### src/rtl/pipe_stage_skid_reg.sv
// Inter-stage pipeline register with a valid/ready handshake, an optional
// 2-entry skid buffer and a flush that turns every held entry into a bubble.
module pipe_stage_skid_reg #(
    parameter int unsigned CTRL_W = 8,
    parameter int unsigned DATA_W = 128,
    parameter int unsigned SKID   = 1
) (
    input  logic              clk,
    input  logic              rst,
    input  logic              flush,
    input  logic              in_valid,
    output logic              in_ready,
    input  logic [CTRL_W-1:0] in_ctrl,
    input  logic [DATA_W-1:0] in_data,
    output logic              out_valid,
    input  logic              out_ready,
    output logic [CTRL_W-1:0] out_ctrl,
    output logic [DATA_W-1:0] out_data,
    output logic [1:0]        occupancy
);

    localparam int unsigned OCC_W = 2;

    typedef enum logic [1:0] {
        ST_EMPTY = 2'd0,
        ST_FULL  = 2'd1,
        ST_SKID  = 2'd2
    } state_t;

    state_t            state, state_nxt;
    logic [CTRL_W-1:0] m_ctrl, m_ctrl_nxt, k_ctrl, k_ctrl_nxt;
    logic [DATA_W-1:0] m_data, m_data_nxt, k_data, k_data_nxt;
    logic              m_valid;
    logic              rdy_q;
    logic [OCC_W-1:0]  occ_q, occ_nxt;
    logic              in_xfer, out_xfer;

    assign out_valid = m_valid;
    assign out_ctrl  = m_ctrl;
    assign out_data  = m_data;
    assign occupancy = occ_q;

    // Skid build breaks the ready path with a register; single-entry build passes it through.
    assign in_ready = (SKID != 0) ? rdy_q : (!m_valid || out_ready);
    assign in_xfer  = in_valid && in_ready;
    assign out_xfer = m_valid && out_ready;

    // Next-state and next-register values.
    always_comb begin
        state_nxt  = state;
        m_ctrl_nxt = m_ctrl;
        m_data_nxt = m_data;
        k_ctrl_nxt = k_ctrl;
        k_data_nxt = k_data;
        occ_nxt    = OCC_W'(0);

        if (flush) begin
            state_nxt  = ST_EMPTY;
            m_ctrl_nxt = '0;
            m_data_nxt = '0;
            k_ctrl_nxt = '0;
            k_data_nxt = '0;
        end else begin
            case (state)
                ST_EMPTY: begin
                    if (in_xfer) begin
                        state_nxt  = ST_FULL;
                        m_ctrl_nxt = in_ctrl;
                        m_data_nxt = in_data;
                    end
                end
                ST_FULL: begin
                    if (in_xfer && out_xfer) begin
                        m_ctrl_nxt = in_ctrl;
                        m_data_nxt = in_data;
                    end else if (in_xfer && (SKID != 0)) begin
                        state_nxt  = ST_SKID;
                        k_ctrl_nxt = in_ctrl;
                        k_data_nxt = in_data;
                    end else if (out_xfer) begin
                        state_nxt  = ST_EMPTY;
                        m_ctrl_nxt = '0;
                    end
                end
                ST_SKID: begin
                    if (out_xfer) begin
                        state_nxt  = ST_FULL;
                        m_ctrl_nxt = k_ctrl;
                        m_data_nxt = k_data;
                        k_ctrl_nxt = '0;
                    end
                end
                default: begin
                    state_nxt = ST_EMPTY;
                end
            endcase
        end

        case (state_nxt)
            ST_FULL: occ_nxt = OCC_W'(1);
            ST_SKID: occ_nxt = OCC_W'(2);
            default: occ_nxt = OCC_W'(0);
        endcase
    end

    // State and storage registers; reset wins over flush and both transfers.
    always_ff @(posedge clk) begin
        if (rst) begin
            state   <= ST_EMPTY;
            m_ctrl  <= '0;
            m_data  <= '0;
            k_ctrl  <= '0;
            k_data  <= '0;
            m_valid <= 1'b0;
            rdy_q   <= 1'b1;
            occ_q   <= OCC_W'(0);
        end else begin
            state   <= state_nxt;
            m_ctrl  <= m_ctrl_nxt;
            m_data  <= m_data_nxt;
            k_ctrl  <= k_ctrl_nxt;
            k_data  <= k_data_nxt;
            m_valid <= (state_nxt != ST_EMPTY);
            rdy_q   <= (state_nxt != ST_SKID);
            occ_q   <= occ_nxt;
        end
    end

endmodule

### config.mk
export PLATFORM = sky130hd
export DESIGN_NAME = pipe_stage_skid_reg
export DESIGN_NICKNAME = d
export VERILOG_FILES = /design/src/rtl/pipe_stage_skid_reg.sv
export SDC_FILE = /design/constraint.sdc
export NUM_CORES = 1
export LEC_CHECK = 0
export CORE_MARGIN = 2
export CORE_UTILIZATION = 39
export CTS_CLUSTER_DIAMETER = 120
export DETAILED_ROUTE_END_ITERATION = 12
export GPL_TIMING_DRIVEN = 0
export PLACE_DENSITY_LB_ADDON = 0.05
export REMOVE_ABC_BUFFERS = 1
export SLEW_MARGIN = 10
export SYNTH_ARGS = -nofsm -noshare
export SYNTH_HDL_FRONTEND = slang
export SYNTH_SLANG_ARGS = --single-unit
### constraint.sdc
create_clock -name clk -period 2.2 [get_ports clk]
set_clock_uncertainty 0.05 [all_clocks]
set_input_delay 0.22 -clock clk [delete_from_list [all_inputs] [get_ports clk]]
set_output_delay 0.22 -clock clk [all_outputs]
set_load 0.005 [all_outputs]
==> key figures, run 1 <==
Clock network
  – Skew-Pair Late Insertion Delay: roughly 500 ps
  – Clk buf depth: 3
  – CTS clock-pin slew for the worst setup and hold paths: 60 ps
  – CTS Root Cell: clkbuf_16
  – CTS tree: yes
  – H-tree lvl count: 2
  – CTS sink count: ~280
  – TritonCTS Buffers: 34

Worst setup path
  – Slowest stage delay, CP: 360 ps
  – WS Path Type: flip-flop to flip-flop
  – CP Launch Type: flip-flop
  – Critical path's slowest cell: dfxtp_4
  – Cell breakdown of the critical path: inv_4 -> ha_4 -> buf_16 -> inv_1 -> a21oi_4 -> buf_12 -> or2_4 -> buf_16 -> buf_12 -> clkbuf_16 -> a21oi_1
  – Worst Path Required: 2580 ps
  – Critical Path End Type: flip-flop
  – CP max FO: 26
  – FF-to-FF setup slack: around 41 ps
  – Data arrival time of the critical path: between 2000 and 3000 ps

Final layout
  – Area of the multi-input gates: a little over 5000 µm²
  – Final Cell Area: between 15,000 and 20,000 µm²
  – Syn-to-layout area delta: 47.21%
  – Share of cells above drive strength 1: under 10%
  – Register area: 5573 µm²
  – Fillers: 2,449
  – Nets: between 1,500 and 2,000

Timing
  – F_max: 463.1 MHz
  – Slew Limit Headroom: between 50% and 60%
  – WHS: 238.2 ps
  – Worst Tran Pin Value: around 710 ps
  – Final number of max-transition violations: 0
  – Period minus WS final: 2159 ps
  – Worst setup margin: 40.53 ps
  – Final setup fails: 0
  – Final hold viol count: 0
  – Period Utilization, post-route: between 90% and 100%

Placed design
  – Buffers on Ports: 280
  – Post-DP HPWL: approximately 21 mm
  – Setup WS pre-CTS: -1572 ps
  – Dpl cell area: 14,620 µm²
  – GP Congestion: 0.7453

Global routing
  – GR Overflow Total: 0
  – GRT Total Usage: a little under a quarter
  – Vias in the first global route: ~9,600
  – First-pass GRT wire length: 57.01 mm
  – Initial antenna violation count: 2
  – Largest net degree at the start of global routing: 65

Power and ir drop
  – Max IR drop VDD: just over 0.0004 V
  – Leak pwr: between 5 and 6 nW
  – P per Cell Area: between 700 and 800 nW/µm²
  – Total power draw: 12.34 mW

Synthesis
  – Seq/Total Area, Yosys: 49.78%
  – Synthesized area: 11,180 µm²
  – Syn_area_per_cell: slightly below 9 µm²
  – EDFF count, synth: 0
  – Seq cells post-synth: 278
  – Synth cell types: 36
  – Post-Syn Instances: 1,259
  – Async S/R FF share, synth: 0%
  – Yosys warning total: 0
  – Main flop type after synthesis: dfxtp_1

Routing
  – Detailed-route via count: 10,190
  – Routed WL per cell: 19.79 µm
  – Starting DRT DRC Count: slightly above 500
  – Residual DRC count: 0
  – First drt pass iteration count: 4
  – Routed Antenna Nets: 0
  – WL final: approximately 38 mm
  – Via density: around 5.3

Floorplanning
  – Initial core utilization: about two fifths
  – Chip width: 173.3 µm
  – Die height: 173.3 µm
  – Die ar.: 30,040 µm²
  – Rows: 61
  – Core box area: 28,010 µm²
  – Io pins: 281

Hold path
  – Hold Crit Class: input port to flip-flop

Flow run
  – Max_cap viols: 0

Status
  – Status: finished clean
-- placed cells by master, fill, tap and decap left out, types with 3 or more instances in the layout --
cell,n
dfxtp_1,276
clkbuf_16,42
a22oi_1,8
nand3_1,10
a21oi_2,12
clkdlybuf4s50_1,280
clkbuf_8,6
buf_12,10
nand2_1,266
ha_4,3
buf_6,5
clkbuf_1,9
buf_4,14
or2_4,3
buf_8,3
o21ai_0,9
buf_16,24
mux2i_1,128
o31ai_1,128
diode_2,3
bufbuf_16,4
a21oi_1,261
-- cell families after synthesis --
kind of cell | share of synthesized area, %
AOI/OAI and AO/OA | 22.50
and+or+nand+nor | 10.62
DFF | 49.78
muxes | 11.46
buffers and inverters | 5.003
adders and majority gates | 0.5596
xor gates and xnor gates | 0.07836
-- critical path, delay by kind of cell, from the launching register on --
family / cells / cell delay (ps)
simple gates: 1 / 270
buf+inv: 7 / 960
compound gates: 2 / 240
fa+ha+maj: 1 / 170
flops: 1 / 360
-- where the power goes --
group,switching (mW),leakage [nW],internal [mW]
Combinational,0.795,2.99,0.918
Clock,2.11,0.522,3.24
Sequential,0.0820,2.26,5.19
Total,2.99,5.77,9.36
-- final timing paths --
| kind | start | to | cells after the start |
|---|---|---|---|
| setup / recovery | state[0] | out_data[71] | 11 |
| hold / removal | in_data[97] | k_data[97] | 3 |
| hold reg to reg | k_data[15] | k_data[15] | 2 |
| setup reg to reg | state[0] | out_data[71] | 11 |
-- per-stage QoR --
stage | TNS (ps) | utilization [%] | instances
floorplan | -1639660 | - | 1139
finish | 0 | 58.75 | 1921
CTS | -183.4 | 57.88 | 1908
detailed placement | -187180 | 52.19 | 1823
global route | -9.076 | 58.74 | 1920
global placement | -3112190 | 49.66 | 1797
-- cell type report --
type / instances / area share (%)
flip-flops and latches: 278 / 33.86
inverters: 4 / 0.1064
repair buffers: 345 / 25.07
well taps: 378 / 2.874
clock inverters: 3 / 0.1140
clock buffers: 52 / 6.333
multi-input cells: 858 / 31.60
diodes: 3 / 0.04562
-- routing by layer --
layer | up-vias | global-route usage, % | part of all wire [%]
li1 | 4989 | - | -
met1 | 4895 | 32.21 | 46
met2 | 270 | 37.83 | 46
met3 | 32 | 6.382 | 6.7
met4 | 0 | 5.191 | 1.2
met5 | - | 0 | 0
-- repair_timing --
| item | CTS | global route |
|---|---|---|
| hold buffers | 0 | 0 |
| gates resized for setup | 21 | 22 |
| endpoints found under the setup margin | 218 | 125 |
| gates cloned | 12 | 5 |
| pin swaps | 4 | 5 |
| setup buffers | 19 | 6 |
-- synth_stat cells, drive strengths merged, types with 2 or more instances --
cell type | count | area (µm²)
dfxtp | 278 | 5565
a21oi | 275 | 1380
nand2 | 266 | 998.5
mux2i | 128 | 1281
o31ai | 128 | 960.9
buf | 80 | 394.1
clkbuf | 40 | 150.1
nand3 | 11 | 55.05
o21ai | 10 | 50.04
a22oi | 8 | 60.06
ha | 5 | 62.56
inv | 4 | 15.01
and2 | 3 | 18.77
nor3 | 3 | 20.02
nand4 | 2 | 12.51
nand4b | 2 | 17.52
nor2 | 2 | 10.01
nor4b | 2 | 17.52
or2 | 2 | 12.52
-- flip-flops by register name (all words and copies together) (netlist names) --
register and flops:
in_ready 1, k_ctrl 8, k_data 128, occupancy 2
out_ctrl 8, out_data 128, out_valid 1, state 2
Power figures use the tool's default switching activity.
==> run 2, diff against run 1 <==
--- a/config.mk
+++ b/config.mk
@@ -9,7 +9,7 @@
 export CORE_UTILIZATION = 39
 export CTS_CLUSTER_DIAMETER = 120
 export DETAILED_ROUTE_END_ITERATION = 12
-export GPL_TIMING_DRIVEN = 0
+export GPL_TIMING_DRIVEN = 1
 export PLACE_DENSITY_LB_ADDON = 0.05
 export REMOVE_ABC_BUFFERS = 1
 export SLEW_MARGIN = 10
==> key figures, run 2 (synthesis gave the netlist of run 1 again) <==
Routing
  – WL final: 33.81 mm (was 38.01 mm)
  – Via density: 5.262 (was 5.302)
  – Detailed-route via count: 9,935 (was 10,190)
  – Starting DRT DRC Count: 631 (was 508)
  – First drt pass iteration count: 5 (was 4)
  – Routed WL per cell: 17.91 µm (was 19.79 µm)
  – Routed Antenna Nets: 0 (unchanged)
  – Residual DRC count: 0 (unchanged)

Floorplanning
  – Chip width: 173.3 µm (unchanged)
  – Die height: 173.3 µm (unchanged)
  – Io pins: 281 (unchanged)
  – Die ar.: 30,040 µm² (unchanged)
  – Core box area: 28,010 µm² (unchanged)
  – Rows: 61 (unchanged)
  – Initial core utilization: 39.91% (unchanged)

Worst setup path
  – Critical Path End Type: flip-flop (unchanged)
  – Worst Path Required: 2560 ps (was 2580 ps)
  – FF-to-FF setup slack: 170 ps (was 40 ps)
  – Crit path from: state[1] (was state[0])
  – FF-to-FF End: out_data[62] (was out_data[71])
  – WS Path Type: flip-flop to flip-flop (unchanged)
  – CP max FO: 38 (was 26)
  – Data arrival time of the critical path: 2390 ps (was 2540 ps)
  – R2R depth: 7 (was 11)
  – Reg-to-reg startpoint: state[1] (was state[0])
  – CP Launch Type: flip-flop (unchanged)
  – CP endpoint: out_data[62] (was out_data[71])

Global routing
  – GRT Total Usage: 21.66% (was 23.73%)
  – GR Overflow Total: 0 (unchanged)
  – Vias in the first global route: 9,535 (was 9,565)
  – First-pass GRT wire length: 53.75 mm (was 57.01 mm)
  – Largest net degree at the start of global routing: 86 (was 65)
  – Initial antenna violation count: 1 (was 2)

Clock network
  – Cts hold-fix bufs: 0 (unchanged)
  – H-tree lvl count: 1 (was 2)
  – CTS sink count: 278 (unchanged)
  – CTS tree: yes (unchanged)
  – TritonCTS Buffers: 30 (was 34)
  – Skew-Pair Late Insertion Delay: 550 ps (was 500 ps)
  – CTS clock-pin slew for the worst setup and hold paths: 60 ps (about the same)
  – Clk buf depth: 3 (unchanged)
  – CTS Root Cell: clkbuf_16 (unchanged)

Timing
  – RSZ-0062 raised after global routing: false
  – Final hold viol count: 0 (unchanged)
  – Worst Tran Pin Value: 523.3 ps (was 709.6 ps)
  – Period Utilization, post-route: 92.24% (was 98.16%)
  – Period minus WS final: 2029 ps (was 2159 ps)
  – Final number of max-transition violations: 0 (unchanged)
  – Final setup fails: 0 (unchanged)
  – Slew Limit Headroom: 65.11% (was 52.58%)
  – F_max: 492.8 MHz (was 463.1 MHz)

Power and ir drop
  – Leak pwr: 5.350 nW (was 5.774 nW)
  – Max IR drop VDD: 0.0004960 V (was 0.0004146 V)
  – P per Cell Area: 743.3 nW/µm² (was 750.1 nW/µm²)

Flow run
  – Max_cap viols: 0 (unchanged)

Placed design
  – Buffers on Ports: 280 (unchanged)
  – Post-DP HPWL: 20.61 mm (was 21.14 mm)
  – GP Congestion: 0.7391 (was 0.7453)
  – Dpl cell area: 14,530 µm² (was 14,620 µm²)

Final layout
  – Final core utilization: 55.26% (was 58.75%)
  – Final Cell Area: 15,480 µm² (was 16,460 µm²)
  – Most frequent cells in the layout: 280 x clkdlybuf4s50_1, 278 x dfxtp_1, 273 x a21oi_1 (was 280 x clkdlybuf4s50_1, 276 x dfxtp_1, 266 x nand2_1)
  – Commonest non-fill, non-tap cell in the layout: clkdlybuf4s50_1 (unchanged)
  – Syn-to-layout area delta: 38.47% (was 47.21%)
  – Fillers: 2,590 (was 2,449)
  – Share of cells above drive strength 1: 6.362% (was 9.221%)
  – Nets: 1,636 (was 1,667)

Hold path
  – Hold Startpoint: in_data[125] (was in_data[97])
  – Hold Crit Class: input port to flip-flop (unchanged)

Status
  – Status: finished clean (unchanged)
-- run 2: cell types whose count changed in the layout (fill, tap and decap cells not counted), sizes merged, moves of 2 or more --
cell,delta
buf,-17
bufbuf,-4
clkbuf,-18
clkinv,+5
clkinvlp,+3
diode,-2
-- run 2: power by group --
group	internal, mW	switching [mW]	leakage, nW
combinational	0.724	0.673	2.64
sequential	5.19	0.0962	2.26
clock	2.78	2.04	0.456
total	8.70	2.81	5.35
-- run 2: area by class of cell --
cell class	instances	area [µm²]	area share [%]
Sequential cell	278	5565	35.95
Multi-Input combinational cell	857	5114	33.03
Timing Repair Buffer	319	3374	21.80
Clock buffer	39	835.8	5.399
Tap cell	378	473.0	3.055
Clock inverter	12	100.1	0.6466
Inverter	4	15.01	0.09699
Antenna cell	1	2.502	0.01617
-- run 2: worst min-delay path by stage --
stage                              to  depth (start not counted)  slack [ps]
after CTS                 k_data[125]                          3         160
after global placement     k_data[10]                          2         390
after global routing       k_data[12]                          3         190
after floorplan             k_data[0]                          2         310
final                     k_data[125]                          3         190
after detailed placement   k_data[27]                          2         400
-- run 2: stage by stage --
step / power, mW / std cells / worst slack [ps] / TNS [ps] / hold slack (ps)
2_1_floorplan: 5.920 / 1139 / -10610 / -1639660 / 306.0
3_3_place_gp: 6.790 / 1835 / 116.4 / 0 / 390.7
3_5_place_dp: 6.790 / 1835 / 98.61 / 0 / 396.1
4_1_cts: 11.64 / 1886 / 107.0 / 0 / 164.4
5_1_grt: 11.98 / 1887 / 30.37 / 0 / 188.2
6_report: 11.51 / 1888 / 170.8 / 0 / 193.5
-- run 2: metal layers --
layer / wire length [µm] / up-vias / track usage, %
met3: 2414 / 39 / 5.373
met4: 588 / 0 / 4.873
met2: 15410 / 270 / 34.20
li1: - / 4919 / -
met1: 15390 / 4707 / 29.91
met5: 0 / - / 0
-- run 2: repair_timing --
item / in CTS / in global routing
gates resized for setup: 0 / 1
setup buffers: 0 / 1
setup endpoints to repair: 0 / 5
-- run 2: worst max-delay path, cell delays in order (launching register included) --
cell and delay [ps]:
dfxtp_1 430, inv_1 110, ha_1 200, nand4b_1 220
a21oi_4 240, or2_4 270, buf_12 250, a21oi_1 100
==> run 3, diff against run 2 <==
--- a/config.mk
+++ b/config.mk
@@ -5,6 +5,8 @@
 export SDC_FILE = /design/constraint.sdc
 export NUM_CORES = 1
 export LEC_CHECK = 0
+export ABC_AREA = 1
+export CORE_ASPECT_RATIO = 1.1
 export CORE_MARGIN = 2
 export CORE_UTILIZATION = 39
 export CTS_CLUSTER_DIAMETER = 120
==> key figures, run 3 <==
Worst setup path
  – Reg-to-reg startpoint: state[1] (unchanged)
  – Crit path from: state[1] (unchanged)
  – FF-to-FF End: out_data[103] (was out_data[62])
  – Critical Path End Type: flip-flop (unchanged)
  – CP endpoint: out_data[103] (was out_data[62])
  – FF-to-FF setup slack: 230 ps (was 170 ps)
  – Data arrival time of the critical path: 2360 ps (was 2390 ps)
  – Worst Path Required: 2590 ps (was 2560 ps)
  – CP max FO: 25 (was 38)
  – R2R depth: 9 (was 7)
  – WS Path Type: flip-flop to flip-flop (unchanged)
  – CP Launch Type: flip-flop (unchanged)

Timing
  – F_max: 507.1 MHz (was 492.8 MHz)
  – Slew Limit Headroom: 64.05% (was 65.11%)
  – Final hold viol count: 0 (unchanged)
  – Final number of max-transition violations: 0 (unchanged)
  – Final setup fails: 0 (unchanged)
  – WHS: 222.4 ps (was 193.5 ps)
  – Period minus WS final: 1972 ps (was 2029 ps)
  – Period Utilization, post-route: 89.64% (was 92.24%)
  – Worst Tran Pin Value: 539.3 ps (was 523.3 ps)
  – RSZ-0062 raised after global routing: true (was false)
  – Worst setup margin: 227.9 ps (was 170.8 ps)

Clock network
  – Clk buf depth: 3 (unchanged)
  – Skew-Pair Late Insertion Delay: 550 ps (about the same)
  – Cts hold-fix bufs: 0 (unchanged)
  – CTS sink count: 278 (unchanged)
  – CTS Root Cell: clkbuf_16 (unchanged)
  – CTS tree: yes (unchanged)
  – CTS clock-pin slew for the worst setup and hold paths: 60 ps (about the same)
  – H-tree lvl count: 1 (unchanged)
  – TritonCTS Buffers: 31 (was 30)

Floorplanning
  – Initial core utilization: 39.38% (was 39.91%)
  – Io pins: 281 (unchanged)
  – Rows: 68 (was 61)
  – Chip width: 173.1 µm (was 173.3 µm)
  – Core box area: 31,140 µm² (was 28,010 µm²)
  – Die ar.: 32,880 µm² (was 30,040 µm²)
  – Die height: 190.0 µm (was 173.3 µm)

Routing
  – Routed WL per cell: 15.33 µm (was 17.91 µm)
  – WL final: 36.70 mm (was 33.81 mm)
  – Detailed-route via count: 11,970 (was 9,935)
  – Via density: 4.998 (was 5.262)
  – First drt pass iteration count: 5 (unchanged)
  – Residual DRC count: 0 (unchanged)
  – Routed Antenna Nets: 0 (unchanged)
  – Starting DRT DRC Count: 786 (was 631)

Synthesis
  – Count leader, synth: nor2_1 (was dfxtp_1)
  – Synth Area in XOR/XNOR: 0% (was 0.07834%)
  – Synthesized area: 12,260 µm² (was 11,180 µm²)
  – Post-synthesis mux area share: 0% (was 11.46%)
  – EDFF count, synth: 0 (unchanged)
  – Post-Syn Instances: 1,733 (was 1,259)
  – Synth top cells by count: 421 x nor2_1, 308 x nand2_1, 278 x dfxtp_1 (was 278 x dfxtp_1, 274 x a21oi_1, 266 x nand2_1)
  – Synth cell types: 20 (was 36)
  – Async S/R FF share, synth: 0% (unchanged)
  – Synth Area in Adders: 0.5102% (was 0.5596%)
  – Complex-gate fraction of the synthesized area: 19.15% (was 22.50%)
  – Syn_area_per_cell: 7.075 µm² (was 8.880 µm²)
  – Area contributors post-synth: dfxtp_1 45%, nor2_1 13%, nand2_1 9.4% (was dfxtp_1 50%, a21oi_1 12%, mux2i_1 11%)
  – Main flop type after synthesis: dfxtp_1 (unchanged)
  – Seq cells post-synth: 278 (unchanged)
  – Yosys warning total: 0 (unchanged)
  – Seq/Total Area, Yosys: 45.39% (was 49.78%)
  – Synth area leader: dfxtp_1 (unchanged)
  – Largest family of logic cells by synthesized area: simple AND/OR/NAND/NOR gates (was compound AO/OA/AOI/OAI gates)
  – Share of the synthesized area in the top cell type: 45.39% (was 49.78%)
  – Synth Area in Simple Gates: 28.37% (was 10.62%)

Final layout
  – Final cell count without fillers: 2,394 (was 1,888)
  – Final core utilization: 53.60% (was 55.26%)
  – Nets: 2,093 (was 1,636)
  – Syn-to-layout area delta: 36.13% (was 38.47%)
  – Most frequent cells in the layout: 420 x nor2_1, 308 x nand2_1, 280 x clkdlybuf4s50_1 (was 280 x clkdlybuf4s50_1, 278 x dfxtp_1, 273 x a21oi_1)
  – Commonest non-fill, non-tap cell in the layout: nor2_1 (was clkdlybuf4s50_1)
  – Share of cells above drive strength 1: 5.632% (was 6.362%)

Placed design
  – Setup WS pre-CTS: 157.9 ps (was 98.61 ps)
  – # placed instances: 2,331 (was 1,835)
  – GP Congestion: 0.7927 (was 0.7391)
  – Post-DP HPWL: 22.79 mm (was 20.61 mm)
  – Buffers on Ports: 280 (unchanged)

Power and ir drop
  – Max IR drop VDD: 0.0004630 V (was 0.0004960 V)
  – Leak pwr: 6.819 nW (was 5.350 nW)
  – Total power draw: 12.62 mW (was 11.51 mW)
  – P per Cell Area: 756.3 nW/µm² (was 743.3 nW/µm²)

Global routing
  – Initial antenna violation count: 4 (was 1)
  – GRT Total Usage: 21.52% (was 21.66%)
  – Vias in the first global route: 11,170 (was 9,535)
  – First-pass GRT wire length: 59.11 mm (was 53.75 mm)
  – Largest net degree at the start of global routing: 122 (was 86)
  – GR Overflow Total: 0 (unchanged)

Status
  – Status: finished clean (unchanged)

Flow run
  – Max_cap viols: 0 (unchanged)

Hold path
  – Cell depth of the worst hold path: 3 (unchanged)
  – Hold Crit Class: input port to flip-flop (unchanged)
## run 3: changes by cell type after synthesis, moves of 8 or more
cell,delta
a21oi_1,-137
o31ai_1,-128
buf_4,+15
buf_2,+8
o21ai_0,+117
nand3_1,+130
o21ai_1,+10
a21boi_0,+128
nor2_1,+420
mux2i_1,-128
nand2_1,+42
a22oi_1,-8
inv_1,+18
## run 3: logic make-up after synthesis
| logic type | count (synthesis) |
|---|---|
| buffers and inverters | 171 |
| AO/OA/AOI/OAI | 404 |
| AND/OR/NAND/NOR | 875 |
| adder cells (fa/ha/maj) | 5 |
| flip-flops | 278 |
## run 3: how the worst min path moves through the flow
stage | startpoint | end | slack, ps
after floorplan | in_data[0] | k_data[0] | 300
after global placement | out_data[109] | out_data[109] | 410
after detailed placement | out_data[90] | out_data[90] | 420
after CTS | in_data[116] | k_data[116] | 200
after global routing | in_data[91] | k_data[91] | 230
final | in_data[69] | k_data[69] | 220
## run 3: timing repair
item                       CTS  global route
setup endpoints to repair    0             8
setup buffers                0             3
gates resized for setup      0             1
## run 3: where the power goes
group	leakage, nW	internal [mW]	total, mW	switching, mW
combinational	4.03	0.970	1.94	0.969
clock	0.525	3.20	5.33	2.13
sequential	2.26	5.23	5.35	0.120
total	6.82	9.41	12.6	3.22
## run 3: metrics by stage
step,instance area (µm²),setup TNS (ps)
6_report,16690,0
5_1_grt,16690,-3.255
4_1_cts,16650,0
3_5_place_dp,15600,0
3_3_place_gp,15600,0
2_1_floorplan,11550,-1544470
## run 3: routing by layer
layer | vias up | GRT usage [%] | part of all wire (%)
met2 | 273 | 36.46 | 47
li1 | 6087 | - | -
met5 | - | 0 | 0.035
met1 | 5567 | 28.62 | 46
met4 | 2 | 4.922 | 1.5
met3 | 37 | 3.837 | 5.2
## run 3: area by class of cell
| cell class | count | area (µm²) |
|---|---|---|
| repair buffers | 327 | 3513 |
| well taps | 420 | 525.5 |
| clock inverters | 13 | 148.9 |
| fillers | 3095 | 14450 |
| multi-input cells | 1284 | 5922 |
| diodes | 3 | 7.507 |
| flip-flops and latches | 278 | 5565 |
| clock buffers | 44 | 904.6 |
| inverters | 25 | 105.1 |
## run 3: critical path, cell delays in order, from the launching register on
cell and delay [ps]:
dfxtp_1 370, inv_1 130, ha_1 190, nand3_1 210, o21ai_4 270, buf_12 220
buf_4 210, nand3_1 90, nand2_1 60, nor2_1 30
